$ cat src/rtl/mole_popup_animator.sv
// mole_popup_animator
// Animates the active mole's sprite height up and down on video frame ticks,
// following the game FSM's display_state, and pulses popup_done back to the
// FSM when an ascend or descend animation completes.
module mole_popup_animator #(
  parameter logic [5:0] MAX_HEIGHT = 6'd48,
  parameter logic [5:0] STEP       = 6'd4,
  parameter logic [3:0] DEAD_PAUSE = 4'd8
) (
  input  logic       clk,
  input  logic       reset,
  input  logic [3:0] display_state,
  input  logic [2:0] mole_location,
  input  logic       frame_tick,
  output logic       popup_done,
  output logic [5:0] mole_height,
  output logic       mole_visible,
  output logic [1:0] sprite_sel,
  output logic [2:0] active_hole
);

  // Animator states
  localparam logic [2:0] ST_IDLE    = 3'd0;
  localparam logic [2:0] ST_ASCEND  = 3'd1;
  localparam logic [2:0] ST_HOLD    = 3'd2;
  localparam logic [2:0] ST_PAUSE   = 3'd3;
  localparam logic [2:0] ST_DESCEND = 3'd4;

  // Game FSM state codes this block reacts to
  localparam logic [3:0] DS_IDLE      = 4'd0;
  localparam logic [3:0] DS_GAME_OVER = 4'd8;
  localparam logic [3:0] DS_ASCEND    = 4'd13;
  localparam logic [3:0] DS_HAPPY     = 4'd14;
  localparam logic [3:0] DS_DEAD      = 4'd15;

  // Sprite codes
  localparam logic [1:0] SPR_NONE   = 2'd0;
  localparam logic [1:0] SPR_NORMAL = 2'd1;
  localparam logic [1:0] SPR_HAPPY  = 2'd2;
  localparam logic [1:0] SPR_DEAD   = 2'd3;

  logic [2:0] state_q,     state_d;
  logic [5:0] height_q,    height_d;
  logic [1:0] sprite_q,    sprite_d;
  logic [2:0] hole_q,      hole_d;
  logic [3:0] pause_cnt_q, pause_cnt_d;
  logic       done_q,      done_d;
  logic       visible_q,   visible_d;

  logic [6:0] sum_s;
  logic [5:0] sat_s;
  logic [4:0] pause_inc_s;

  // Saturating height increment (7-bit sum so the carry is never lost) and pause increment
  always_comb begin
    sum_s       = {1'b0, height_q} + {1'b0, STEP};
    pause_inc_s = {1'b0, pause_cnt_q} + 5'd1;
    if (sum_s > {1'b0, MAX_HEIGHT}) begin
      sat_s = MAX_HEIGHT;
    end else begin
      sat_s = sum_s[5:0];
    end
  end

  // Next-state and next-output computation for the animation sequencer
  always_comb begin
    state_d     = state_q;
    height_d    = height_q;
    sprite_d    = sprite_q;
    hole_d      = hole_q;
    pause_cnt_d = pause_cnt_q;
    done_d      = 1'b0;

    if ((display_state == DS_IDLE) || (display_state == DS_GAME_OVER)) begin
      // Game went idle or ended: drop the mole immediately, no handshake
      state_d  = ST_IDLE;
      height_d = 6'd0;
      sprite_d = SPR_NONE;
    end else begin
      case (state_q)
        ST_IDLE: begin
          if (display_state == DS_ASCEND) begin
            state_d  = ST_ASCEND;
            hole_d   = mole_location;
            sprite_d = SPR_NORMAL;
            height_d = 6'd0;
          end else begin
            state_d = ST_IDLE;
          end
        end
        ST_ASCEND: begin
          if (display_state != DS_ASCEND) begin
            // Aborted (misstep / whack) before fully raised: freeze height
            state_d = ST_HOLD;
          end else if (frame_tick) begin
            height_d = sat_s;
            if (sat_s == MAX_HEIGHT) begin
              done_d  = 1'b1;
              state_d = ST_HOLD;
            end else begin
              state_d = ST_ASCEND;
            end
          end else begin
            state_d = ST_ASCEND;
          end
        end
        ST_HOLD: begin
          if (display_state == DS_HAPPY) begin
            state_d  = ST_DESCEND;
            sprite_d = SPR_HAPPY;
          end else if (display_state == DS_DEAD) begin
            state_d     = ST_PAUSE;
            sprite_d    = SPR_DEAD;
            pause_cnt_d = 4'd0;
          end else begin
            state_d = ST_HOLD;
          end
        end
        ST_PAUSE: begin
          if (frame_tick) begin
            pause_cnt_d = pause_inc_s[3:0];
            if (pause_inc_s == {1'b0, DEAD_PAUSE}) begin
              state_d = ST_DESCEND;
            end else begin
              state_d = ST_PAUSE;
            end
          end else begin
            state_d = ST_PAUSE;
          end
        end
        ST_DESCEND: begin
          if (frame_tick) begin
            if (height_q <= STEP) begin
              height_d = 6'd0;
              done_d   = 1'b1;
              sprite_d = SPR_NONE;
              state_d  = ST_IDLE;
            end else begin
              height_d = height_q - STEP;
              state_d  = ST_DESCEND;
            end
          end else begin
            state_d = ST_DESCEND;
          end
        end
        default: begin
          state_d  = ST_IDLE;
          height_d = 6'd0;
          sprite_d = SPR_NONE;
        end
      endcase
    end

    visible_d = (height_d != 6'd0) || (state_d != ST_IDLE);
  end

  // State and registered outputs, synchronous active-high reset
  always_ff @(posedge clk) begin
    if (reset) begin
      state_q     <= ST_IDLE;
      height_q    <= 6'd0;
      sprite_q    <= SPR_NONE;
      hole_q      <= 3'd0;
      pause_cnt_q <= 4'd0;
      done_q      <= 1'b0;
      visible_q   <= 1'b0;
    end else begin
      state_q     <= state_d;
      height_q    <= height_d;
      sprite_q    <= sprite_d;
      hole_q      <= hole_d;
      pause_cnt_q <= pause_cnt_d;
      done_q      <= done_d;
      visible_q   <= visible_d;
    end
  end

  assign popup_done   = done_q;
  assign mole_height  = height_q;
  assign mole_visible = visible_q;
  assign sprite_sel   = sprite_q;
  assign active_hole  = hole_q;

endmodule

$ cat config.mk
export PLATFORM = sky130hd
export DESIGN_NAME = mole_popup_animator
export DESIGN_NICKNAME = d
export VERILOG_FILES = /design/src/rtl/mole_popup_animator.sv
export SDC_FILE = /design/constraint.sdc
export NUM_CORES = 1
export LEC_CHECK = 0
export ABC_AREA = 1
export ABC_CLOCK_PERIOD_IN_PS = 1500
export CAP_MARGIN = 0
export CORE_MARGIN = 8
export CORE_UTILIZATION = 45
export DETAILED_ROUTE_END_ITERATION = 12
export HOLD_SLACK_MARGIN = 0.03
export PLACE_DENSITY = 0.79
export SYNTH_ARGS = -nofsm -noshare
export SYNTH_HDL_FRONTEND = slang
export SYNTH_SLANG_ARGS = --single-unit
$ cat constraint.sdc
create_clock -name clk -period 1.5 [get_ports clk]
set_input_delay 0.15 -clock clk [delete_from_list [all_inputs] [get_ports clk]]
set_output_delay 0.15 -clock clk [all_outputs]
set_load 0.02 [all_outputs]
==> key figures, run 1 <==
Run status
  • Status: complete, but fails checks
  • Failing checks: setup timing

Yosys
  • FF+latch count, synth: 20
  • Mapped Nets: 265
  • Syn Std Cell Area: 0.00147 mm²
  • Synth Instances: approximately 250
  • Yosys warning count: 0
  • Netlist cell types: 29
  • Sequential fraction of the synthesis area: 0.273
  • Synthesized area per cell: 5.89 µm²

Detailed routing
  • DRC Markers: 0
  • Via count: approximately 1.9k
  • Final ANT Viol Nets: 0
  • Via density: slightly above 5
  • Drt pass-1 iters: 4
  • Final wirelength: 5130 µm
  • WL/cell: 13.7 µm
  • DR iter-0 viols: between 150 and 200

Timing
  • Final setup fails: 10
  • Pin slew with the least headroom to its limit: 367 ps
  • WHS: 422 ps
  • Final WS setup: -239 ps
  • Fmax: 575 MHz
  • Clk_skew: roughly 12 ps
  • RSZ-0062 raised after global routing: yes
  • Fin. Hold Viols: 0
  • Fin crit period: between 1500 and 2000 ps
  • Max-slew violations: 0
  • Slew margin rel.: 0.754
  • Final critical-path share of the clock period: 1.16
  • TNS Setup: -1220 ps

Die
  • Initial Util: 0.477
  • Core area: 0.00308 mm²
  • Die area: 0.00535 mm²
  • IO Pins: 23
  • Die X: 73.1 µm
  • Row count: 20
  • Die Ht: 73.1 µm

Power
  • VDD IR-drop max: ~0.40 mV
  • Cell Pwr Density: roughly 470 mW/mm²
  • LEAKAGE: 0.00125 µW
  • Pwr Total: 1160 µW

Setup path
  • CP Launch Type: flip-flop
  • Critical path fanouts, max: 5
  • CP endpoint kind: flip-flop
  • WS Path Type: reg2reg
  • CP required: 1730 ps
  • Critical path arrival: between 1500 and 2000 ps

Global routing
  • Largest net degree at the start of global routing: 13
  • Total congestion overflow: 0
  • Initial antenna violation count: 0
  • Vias in the first global route: between 1.5k and 2k
  • First-pass GRT wire length: between 7000 and 8000 µm
  • Total GRT Usage: 0.178

CTS
  • CTS HTree Levels: 1
  • Cts hold-fix bufs: 0
  • Number of clock sinks: 20
  • Total CTS buffers: 3
  • Worst-path clk slew: approximately 120 ps
  • Clock Path Buffers: 2
  • Root Buffer: clkbuf_4
  • CTS tree: built
  • Clk_lat worst skew: 320 ps

Job
  • Max Cap Viol: 0

Finish
  • Diodes inserted: 0
  • Layout area overhead: 68.7%
  • Layout cells sized above 1: 0.403
  • Design area: 0.00248 mm²
  • Nets: 347
  • Filler cells: 208
  • Final Instance Count excl. Fillers: 374

Hold path
  • Hold crit path type: in2reg

Place
  • Detailed Place HPWL: 3330 µm
  • Placed cell area: 0.00213 mm²
  • Post-placement cell count: 360
  • Placer Congestion: just under 1
  • Port Buf Inserts: 22
==> area by class of cell <==
cell class	instances	area, µm²	area share
Multi-Input combinational cell	185	1100	0.443
Timing Repair Buffer	81	691	0.279
Sequential cell	20	422	0.170
Inverter	40	160	0.0647
Tap cell	44	55.1	0.0222
Clock inverter	1	30.0	0.0121
Clock buffer	3	22.5	0.00910
==> repair_timing <==
item,in CTS,in global routing
endpoints found under the setup margin,15,21
pin swaps,21,21
endpoints found under the hold margin,0,0
resized for setup,31,38
buffers inserted,6,6
==> cell usage in the layout, fill, tap and decap left out, drive strengths merged <==
| cell type | Yosys | layout |
|---|---|---|
| nand3 | 26 | 26 |
| dfxtp | 20 | 20 |
| inv | 40 | 40 |
| nand2 | 80 | 80 |
| or2 | 1 | 1 |
| o21ai | 8 | 8 |
| and3 | 1 | 1 |
| a31oi | 1 | 1 |
| clkdlybuf4s50 | 0 | 17 |
| o211ai | 1 | 1 |
| bufinv | 0 | 1 |
| a21oi | 10 | 10 |
| o21bai | 1 | 1 |
| xor2 | 1 | 1 |
| nor3 | 4 | 4 |
| dlygate4sd2 | 0 | 3 |
| nand4 | 4 | 4 |
| nor2 | 39 | 39 |
| a211oi | 2 | 2 |
| dlymetal6s2s | 0 | 2 |
| buf | 2 | 59 |
| clkbuf | 2 | 3 |
| ha | 6 | 6 |
==> flip-flops by register name, indices dropped and copies added, names as in the netlist <==
name and count:
mole_height 6, pause_cnt_q 4, active_hole 3, state_q 3, sprite_sel 2, mole_visible 1
popup_done 1
==> cell families after synthesis <==
group | synth area share
flip-flops | 0.273
buffers and inverters | 0.121
XOR/XNOR | 0.00597
AND/OR/NAND/NOR | 0.458
AO/OA/AOI/OAI | 0.0912
adder cells (fa/ha/maj) | 0.0511
==> cell usage after synthesis <==
cell type,instances,share of area
a31oi_1,1,0.0043
ha_1,6,0.051
o211ai_1,1,0.0051
nand2_1,77,0.20
o21ai_1,1,0.0034
nor2_4,1,0.0077
o21ai_2,2,0.012
dfxtp_1,20,0.27
or2_2,1,0.0043
nor2_2,5,0.021
clkbuf_2,1,0.0034
a21oi_1,10,0.034
and3_1,1,0.0043
buf_4,1,0.0051
nand3_2,1,0.0068
clkbuf_1,1,0.0026
o21bai_1,1,0.0051
o21ai_0,5,0.017
nand2_2,3,0.013
a211oi_1,2,0.010
nor2_1,33,0.084
nor3_2,1,0.0068
inv_2,3,0.0077
buf_6,1,0.0077
inv_1,37,0.095
nor3_1,3,0.010
xor2_1,1,0.0060
nand3_1,25,0.085
nand4_1,4,0.017
==> worst paths after layout <==
path / from / endpoint / slack [ps] / depth (start not counted)
worst max-delay path: mole_height[2] / mole_visible / -240 / 17
worst min-delay path: mole_location[0] / active_hole[0] / 420 / 3
worst max register to register: mole_height[2] / mole_visible / -240 / 17
worst min register to register: sprite_sel[1] / sprite_sel[1] / 470 / 2
==> critical path: stages (launching register included) <==
cell and delay [ps]:
dfxtp_4 390, buf_6 140, inv_6 50, ha_4 120
inv_2 40, nand2_2 80, nand2_4 70, buf_4 150
nand3_2 60, nand2_1 50, inv_1 50, nand2_1 70
nand2_2 70, nand2_2 50, nor2_2 90, nand3_1 60
nand2_1 60, nand2_1 40
==> stage by stage <==
stage,setup slack (ps),utilization
3_3_place_gp,-358,0.691
6_report,-239,0.804
2_1_floorplan,-95.5,-
4_1_cts,-196,0.748
3_5_place_dp,-397,0.691
5_1_grt,-354,0.804
==> report_power, final <==
group          total (µW)  internal [µW]  switching, µW
registers             533            529           4.44
clock network         450            270            179
logic                 176           81.6           94.2
==> routing by layer <==
metal,vias up,track usage,part of all wire
met5,-,0,0
met4,0,0.0600,0.025
met3,15,0.0275,0.048
met2,64,0.337,0.53
met1,859,0.192,0.40
li1,949,-,-
Note: power is estimated with default switching activity, not from simulation.
==> run 2: changes to the inputs <==
SKIP_CTS_REPAIR_TIMING = 1   (was not set)
==> run 2 against run 1 <==
Net effect: the flow still finishes with violations (setup timing); via count up 0.79%; clock power about the same; combinational power about the same; wire length down 1.5%; design area about the same; flip-flop and latch count unchanged; critical endpoint unchanged; count of clock-buffer cells in the layout unchanged; critical path type unchanged; largest power group unchanged; maximum frequency down 6.1%; register-to-register slack worse by 110 ps; core utilization about the same; worst setup slack worse by 110 ps; worst hold slack better by 2.9 ps.
==> key figures, run 2 (synthesized netlist as in run 1, its figures left out) <==
Setup path
  • CP Launch Type: flip-flop
  • CP max stage delay: 410 ps
  • Critical path fanouts, max: 5
  • WS Path Type: reg2reg
  • Crit-path cells: buf_6, ha_4, nand2_2, nand2_2, nand2_4, nand2_4, nand2_1, nor2_2, nand3_1, nand2_1, nand2_1, nor2_2, nand3_1, nand2_1, nand2_1
  • Most Frequent Cell on Critical Path: nand2_1
  • CP endpoint kind: flip-flop
  • Critical path arrival: 2070 ps
  • Crit-path slowest cell: dfxtp_4
  • Worst R2R Path Depth: 15
  • Levels on crit path: 15
  • Worst Path Buf+Inv: 1
  • CP required: 1720 ps
  • Top delay family on crit path: simple AND/OR/NAND/NOR gates

Timing
  • Fin crit period: 1850 ps
  • RSZ-0062 raised after global routing: yes
  • Pin slew with the least headroom to its limit: 314 ps
  • Slew margin rel.: 0.790
  • Fmax: around 540 MHz
  • Fin. Hold Viols: 0
  • Final critical-path share of the clock period: 1.23
  • Final WS setup: -351 ps
  • Final setup fails: 12
  • Max-slew violations: 0
  • Clk_skew: a little over 9 ps

CTS
  • CTS HTree Levels: 1
  • Clock Path Buffers: 2
  • Clk_lat worst skew: 310 ps
  • CTS tree: built
  • Total CTS buffers: 3
  • Worst-path clk slew: 130 ps
  • Number of clock sinks: 20
  • Root Buffer: clkbuf_4

Detailed routing
  • DRC Markers: 0
  • DR iter-0 viols: 132
  • Via density: 5.10
  • WL/cell: approximately 14 µm
  • Final ANT Viol Nets: 0
  • Drt pass-1 iters: 4
  • Final wirelength: 5050 µm
  • Via count: between 1.5k and 2k

Power
  • Pwr Total: 1160 µW
  • Sequential power share: 0.462
  • VDD IR-drop max: 0.399 mV
  • Cell Pwr Density: 469 mW/mm²
  • Clock group share of total power: 0.387
  • Gate power share: 0.150
  • Sw Pwr: approximately 280 µW
  • LEAKAGE: between 0.001 and 0.0015 µW
  • Switching Fraction: 0.239
  • Internal: 884 µW

Die
  • Core area: 0.00308 mm²
  • Row count: 20
  • Die Ht: 73.1 µm
  • IO Pins: 23
  • Die X: 73.1 µm
  • Die area: between 0.005 and 0.006 mm²
  • Initial Util: 0.477

Global routing
  • Total GRT Usage: 0.164
  • Largest net degree at the start of global routing: 13
  • Vias in the first global route: 1688
  • Met2 Usage GRT: 0.300
  • Top Usage Layer GRT: met2
  • Initial antenna violation count: 0
  • Met1 usage: 0.182
  • Total congestion overflow: 0
  • Routing usage on met3: 0.0288
  • First-pass GRT wire length: 7060 µm

Place
  • Dpl ws: -397 ps
  • Detailed Place HPWL: 3330 µm
  • Placed cell area: 0.00213 mm²
  • Port Buf Inserts: 22
  • Placer Congestion: 0.968

Finish
  • Design area: about 0.0025 mm²
  • Nets: 346
  • Diodes inserted: 0
  • Commonest cells after routing, fill and taps aside: nand2_1 (62), buf_4 (53), inv_1 (30)
  • Layout area overhead: 68.8%
  • Most common cell after layout, fill and taps aside: nand2_1
  • Area of the multi-input gates: about 0.0011 mm²
  • Max reg flops: 6
  • Layout cells sized above 1: 0.401
  • Area of all sequential standard cells: 417 µm²
  • Filler cells: 206

Hold path
  • Hold path cells: 3
  • Hold crit path type: in2reg

Run status
  • Failing checks: setup timing
  • Status: complete, but fails checks

Job
  • Max Cap Viol: 0
-- run 2: final cells by class --
cell class                 instances  share of cell area
timing repair buffer              80               0.278
clock inverter                     1              0.0121
tap                               44              0.0222
sequential                        20               0.168
clock buffer                       3             0.00909
inverter                          40              0.0672
multi-input combinational        185               0.443
-- run 2: worst paths after layout --
kind / startpoint / endpoint / slack (ps)
setup / recovery: mole_height[2] / mole_visible / -350
hold / removal: mole_location[2] / active_hole[2] / 420
setup reg to reg: mole_height[2] / mole_visible / -350
hold reg to reg: sprite_sel[1] / sprite_sel[1] / 470
-- run 2: power groups by stage --
| stage | combinational (µW) | sequential (µW) | clock [µW] |
|---|---|---|---|
| floorplan | 59.7 | 557 | 0 |
| global placement | 146 | 550 | 0 |
| detailed placement | 149 | 551 | 0 |
| CTS | 150 | 539 | 454 |
| global route | 188 | 538 | 465 |
| finish | 174 | 537 | 450 |
-- run 2: through the flow --
stage	util	setup TNS [ps]	hold slack, ps	instances
final	0.805	-1550	424	373
after global routing	0.805	-2450	456	373
after detailed placement	0.691	-4200	460	360
after floorplan	-	-95.5	228	249
after CTS	0.708	-1880	414	364
after global placement	0.691	-3510	451	360
-- run 2: routing by layer --
metal  routed length (µm)  part of all wire  vias to the layer above
li1                     -                 -                      948
met1                 1990              0.39                      846
met2                 2630              0.52                       85
met3                  283             0.056                       23
met4                  155             0.031                        0
met5                    0                 0                        -
-- run 2: tightest hold or removal path, delay by kind of cell --
kind | cells | cell delay (ps)
simple gates | 2 | 150
buf+inv | 1 | 400
==> RTL change: new RTL, flow settings as in run 1 <==
Register the inputs `display_state`, `mole_location` and `frame_tick` before use. The logic sees them one clock later.
--- a/src/rtl/mole_popup_animator.sv
+++ b/src/rtl/mole_popup_animator.sv
@@ -41,2 +41,12 @@
 
+  logic [3:0] display_state_q;
+  logic [2:0] mole_location_q;
+  logic frame_tick_q;
+
+  always_ff @(posedge clk) begin
+    display_state_q <= display_state;
+    mole_location_q <= mole_location;
+    frame_tick_q    <= frame_tick;
+  end
+
   logic [2:0] state_q,     state_d;
@@ -73,3 +83,3 @@
 
-    if ((display_state == DS_IDLE) || (display_state == DS_GAME_OVER)) begin
+    if ((display_state_q == DS_IDLE) || (display_state_q == DS_GAME_OVER)) begin
       // Game went idle or ended: drop the mole immediately, no handshake
@@ -81,5 +91,5 @@
         ST_IDLE: begin
-          if (display_state == DS_ASCEND) begin
+          if (display_state_q == DS_ASCEND) begin
             state_d  = ST_ASCEND;
-            hole_d   = mole_location;
+            hole_d   = mole_location_q;
             sprite_d = SPR_NORMAL;
@@ -91,6 +101,6 @@
         ST_ASCEND: begin
-          if (display_state != DS_ASCEND) begin
+          if (display_state_q != DS_ASCEND) begin
             // Aborted (misstep / whack) before fully raised: freeze height
             state_d = ST_HOLD;
-          end else if (frame_tick) begin
+          end else if (frame_tick_q) begin
             height_d = sat_s;
@@ -107,6 +117,6 @@
         ST_HOLD: begin
-          if (display_state == DS_HAPPY) begin
+          if (display_state_q == DS_HAPPY) begin
             state_d  = ST_DESCEND;
             sprite_d = SPR_HAPPY;
-          end else if (display_state == DS_DEAD) begin
+          end else if (display_state_q == DS_DEAD) begin
             state_d     = ST_PAUSE;
@@ -119,3 +129,3 @@
         ST_PAUSE: begin
-          if (frame_tick) begin
+          if (frame_tick_q) begin
             pause_cnt_d = pause_inc_s[3:0];
@@ -131,3 +141,3 @@
         ST_DESCEND: begin
-          if (frame_tick) begin
+          if (frame_tick_q) begin
             if (height_q <= STEP) begin
Check against the original RTL: not equivalent (Yosys sat finds a counterexample within 4 cycles, from zero or initial values and one cycle with reset high).
==> RTL change against run 1 <==
The flow still finishes with violations (setup timing). Worst setup slack gained 0.071 ns. Area after synthesis grew 12%. Wire length shrank 7.2%. Sequential cell count grew 8. Die area grew 9.4%. Cell area shrank 1.7%. Final cell count shrank 4.3%. Total power grew 12%.
==> RTL change: results (changes against run 1) <==
Seq/Total Area, Yosys 34.1% (+6.8 points); Layout Nets 327 (-5.8%); number of global-route vias before repair 1820 (+1.5%); RePlAce Congestion 1.06 (+9.5%); CTS H-tree lvls 1 (unchanged); Hold Path Class input pin to flip-flop; worst-path fanout max 5 (unchanged); Static Leak 1.21 nW (-3.4%); max reg flops 6 (unchanged); Detailed Place HPWL 3560 um (+6.9%); Pins Over Slew Limit 0 (unchanged); Worst EP arrival 1.91 ns (-0.06 ns); # fillers 309 (+49%); status complete, but fails checks; Clock Path Buffers 2 (unchanged); top_reg_cell synth dfxtp_1; Synth warnings 0 (unchanged); measured slew at the worst slew-check pin 0.297 ns (-0.0702 ns); worst setup margin -0.168 ns (+0.0708 ns); antenna cell count 0 (unchanged); Synth area leaders dfxtp_1 (34%), nand2_1 (13%), nor2_1 (7.3%); clk_skew 0.00278 ns (-0.00876 ns); Post-synth top cells nand2_1 (59), nor2_1 (32), dfxtp_1 (28), inv_1 (25), nand3_1 (21); initial antenna violation count 0 (unchanged); Peak VDD IR 0.525 mV (+31%); clock-pin slew on the worst setup and hold paths 0.14 ns (+0.02 ns); final number of setup-violating endpoints 9 (-1); failing checks setup timing; largest net degree at the start of global routing 16 (+3); drt pass-1 iters 4 (unchanged); pre-CTS WS -0.200 ns (+0.197 ns); initial core utilization 46.0% (-1.7 points); GRT Util Overall 16.0% (-1.7 points); Port Buf Inserts 22 (unchanged); share of layout cells above drive strength 1 35.8% (-4.5 points); initial drt markers 75 (-62%); ys async rst share 0% (unchanged); grt total ovfl 0 (unchanged); root buffer cell clkbuf_4; total CTS buffers 3 (unchanged); sw frac 24.2% (+0.23 points); syn nets 256 (-3.4%); synth unique cells 31 (+6.9%); Clock Latency Late Sink 0.33 ns; first-pass GRT wire length 8050 um (+5.8%); DR WL/cell 13.3 um (-3.1%); vias per inst 5.02 (-0.46%)
RTL change: changes by cell type in the layout (fill, tap and decap cells not counted), sizes merged, moves of 2 or more:
| cell | delta |
|---|---|
| a21oi | +4 |
| buf | -10 |
| clkdlybuf4s50 | -5 |
| dfxtp | +8 |
| dlymetal6s2s | +2 |
| inv | -10 |
| nand2 | -12 |
| nand3 | -2 |
| nor2 | +2 |
RTL change: cell type report:
type | count | area [um2] | share of cell area [%]
flip-flops and latches | 28 | 582 | 23.9
inverters | 30 | 118 | 4.83
well taps | 48 | 60.1 | 2.47
clock buffers | 4 | 36.3 | 1.49
repair buffers | 70 | 583 | 24.0
multi-input cells | 178 | 1050 | 43.3
RTL change: layer usage:
metal  GRT usage (%)  vias to the layer above  wire, um
met5               0                        -         0
met4            7.12                        0       124
met3            2.71                       13       260
met2            28.3                       61      2440
met1            18.3                      817      1940
li1                -                      907         -
RTL change: worst paths after layout:
kind,startpoint,end,slack (ns),depth (start not counted)
max,mole_height[2]$_SDFF_PP0_,mole_visible$_SDFF_PP0_,-0.17,13
min,display_state[2],display_state_q[2]$_DFF_P_,0.24,1
max reg2reg,mole_height[2]$_SDFF_PP0_,mole_visible$_SDFF_PP0_,-0.17,13
min reg2reg,mole_location_q[0]$_DFF_P_,active_hole[0]$_SDFFE_PP0P_,0.49,2
RTL change: cell families after synthesis:
kind of cell | after synthesis | synth area share [%]
simple gates | 143 | 41.9
compound gates | 27 | 9.35
fa+ha+maj | 6 | 4.56
buf+inv | 34 | 9.05
flops | 28 | 34.1
xor+xnor | 2 | 1.06
RTL change: through the flow:
step	setup TNS, ns	std cells	area (um2)	utilization, %	hold WS (ns)
after global placement	-0.400	348	2230	62.4	0.442
after CTS	-0.698	356	2330	65.1	0.241
final	-0.771	358	2430	68.0	0.241
after floorplan	-0.0847	240	1670	-	0.178
after global routing	-2.08	358	2430	68.0	0.224
after detailed placement	-0.668	348	2230	62.4	0.453
RTL change: what timing repair did:
action | in CTS | in global routing
endpoints found under the setup margin | 15 | 21
cloned | 0 | 0
buffers inserted | 4 | 2
hold endpoints to repair | 0 | 0
pin swaps | 5 | 4
resized for setup | 17 | 30
RTL change: worst max-delay path, stage by stage (launching register included):
cell     delay [ns]
dfxtp_4        0.41
buf_4          0.12
ha_1           0.16
nand3_2        0.09
nand3_2        0.09
nand2_2        0.11
o21ai_1        0.10
nand2_1        0.08
inv_1          0.06
nand2_1        0.06
nand2_1        0.08
nand4_1        0.09
nor2_1         0.09
nor2_1         0.04
RTL change: power groups by stage:
stage | combinational (mW) | sequential [mW] | clock, mW
after global routing | 0.175 | 0.770 | 0.406
final | 0.161 | 0.767 | 0.367
after CTS | 0.156 | 0.768 | 0.373
after detailed placement | 0.153 | 0.786 | 0
after floorplan | 0.0660 | 0.790 | 0
after global placement | 0.150 | 0.785 | 0
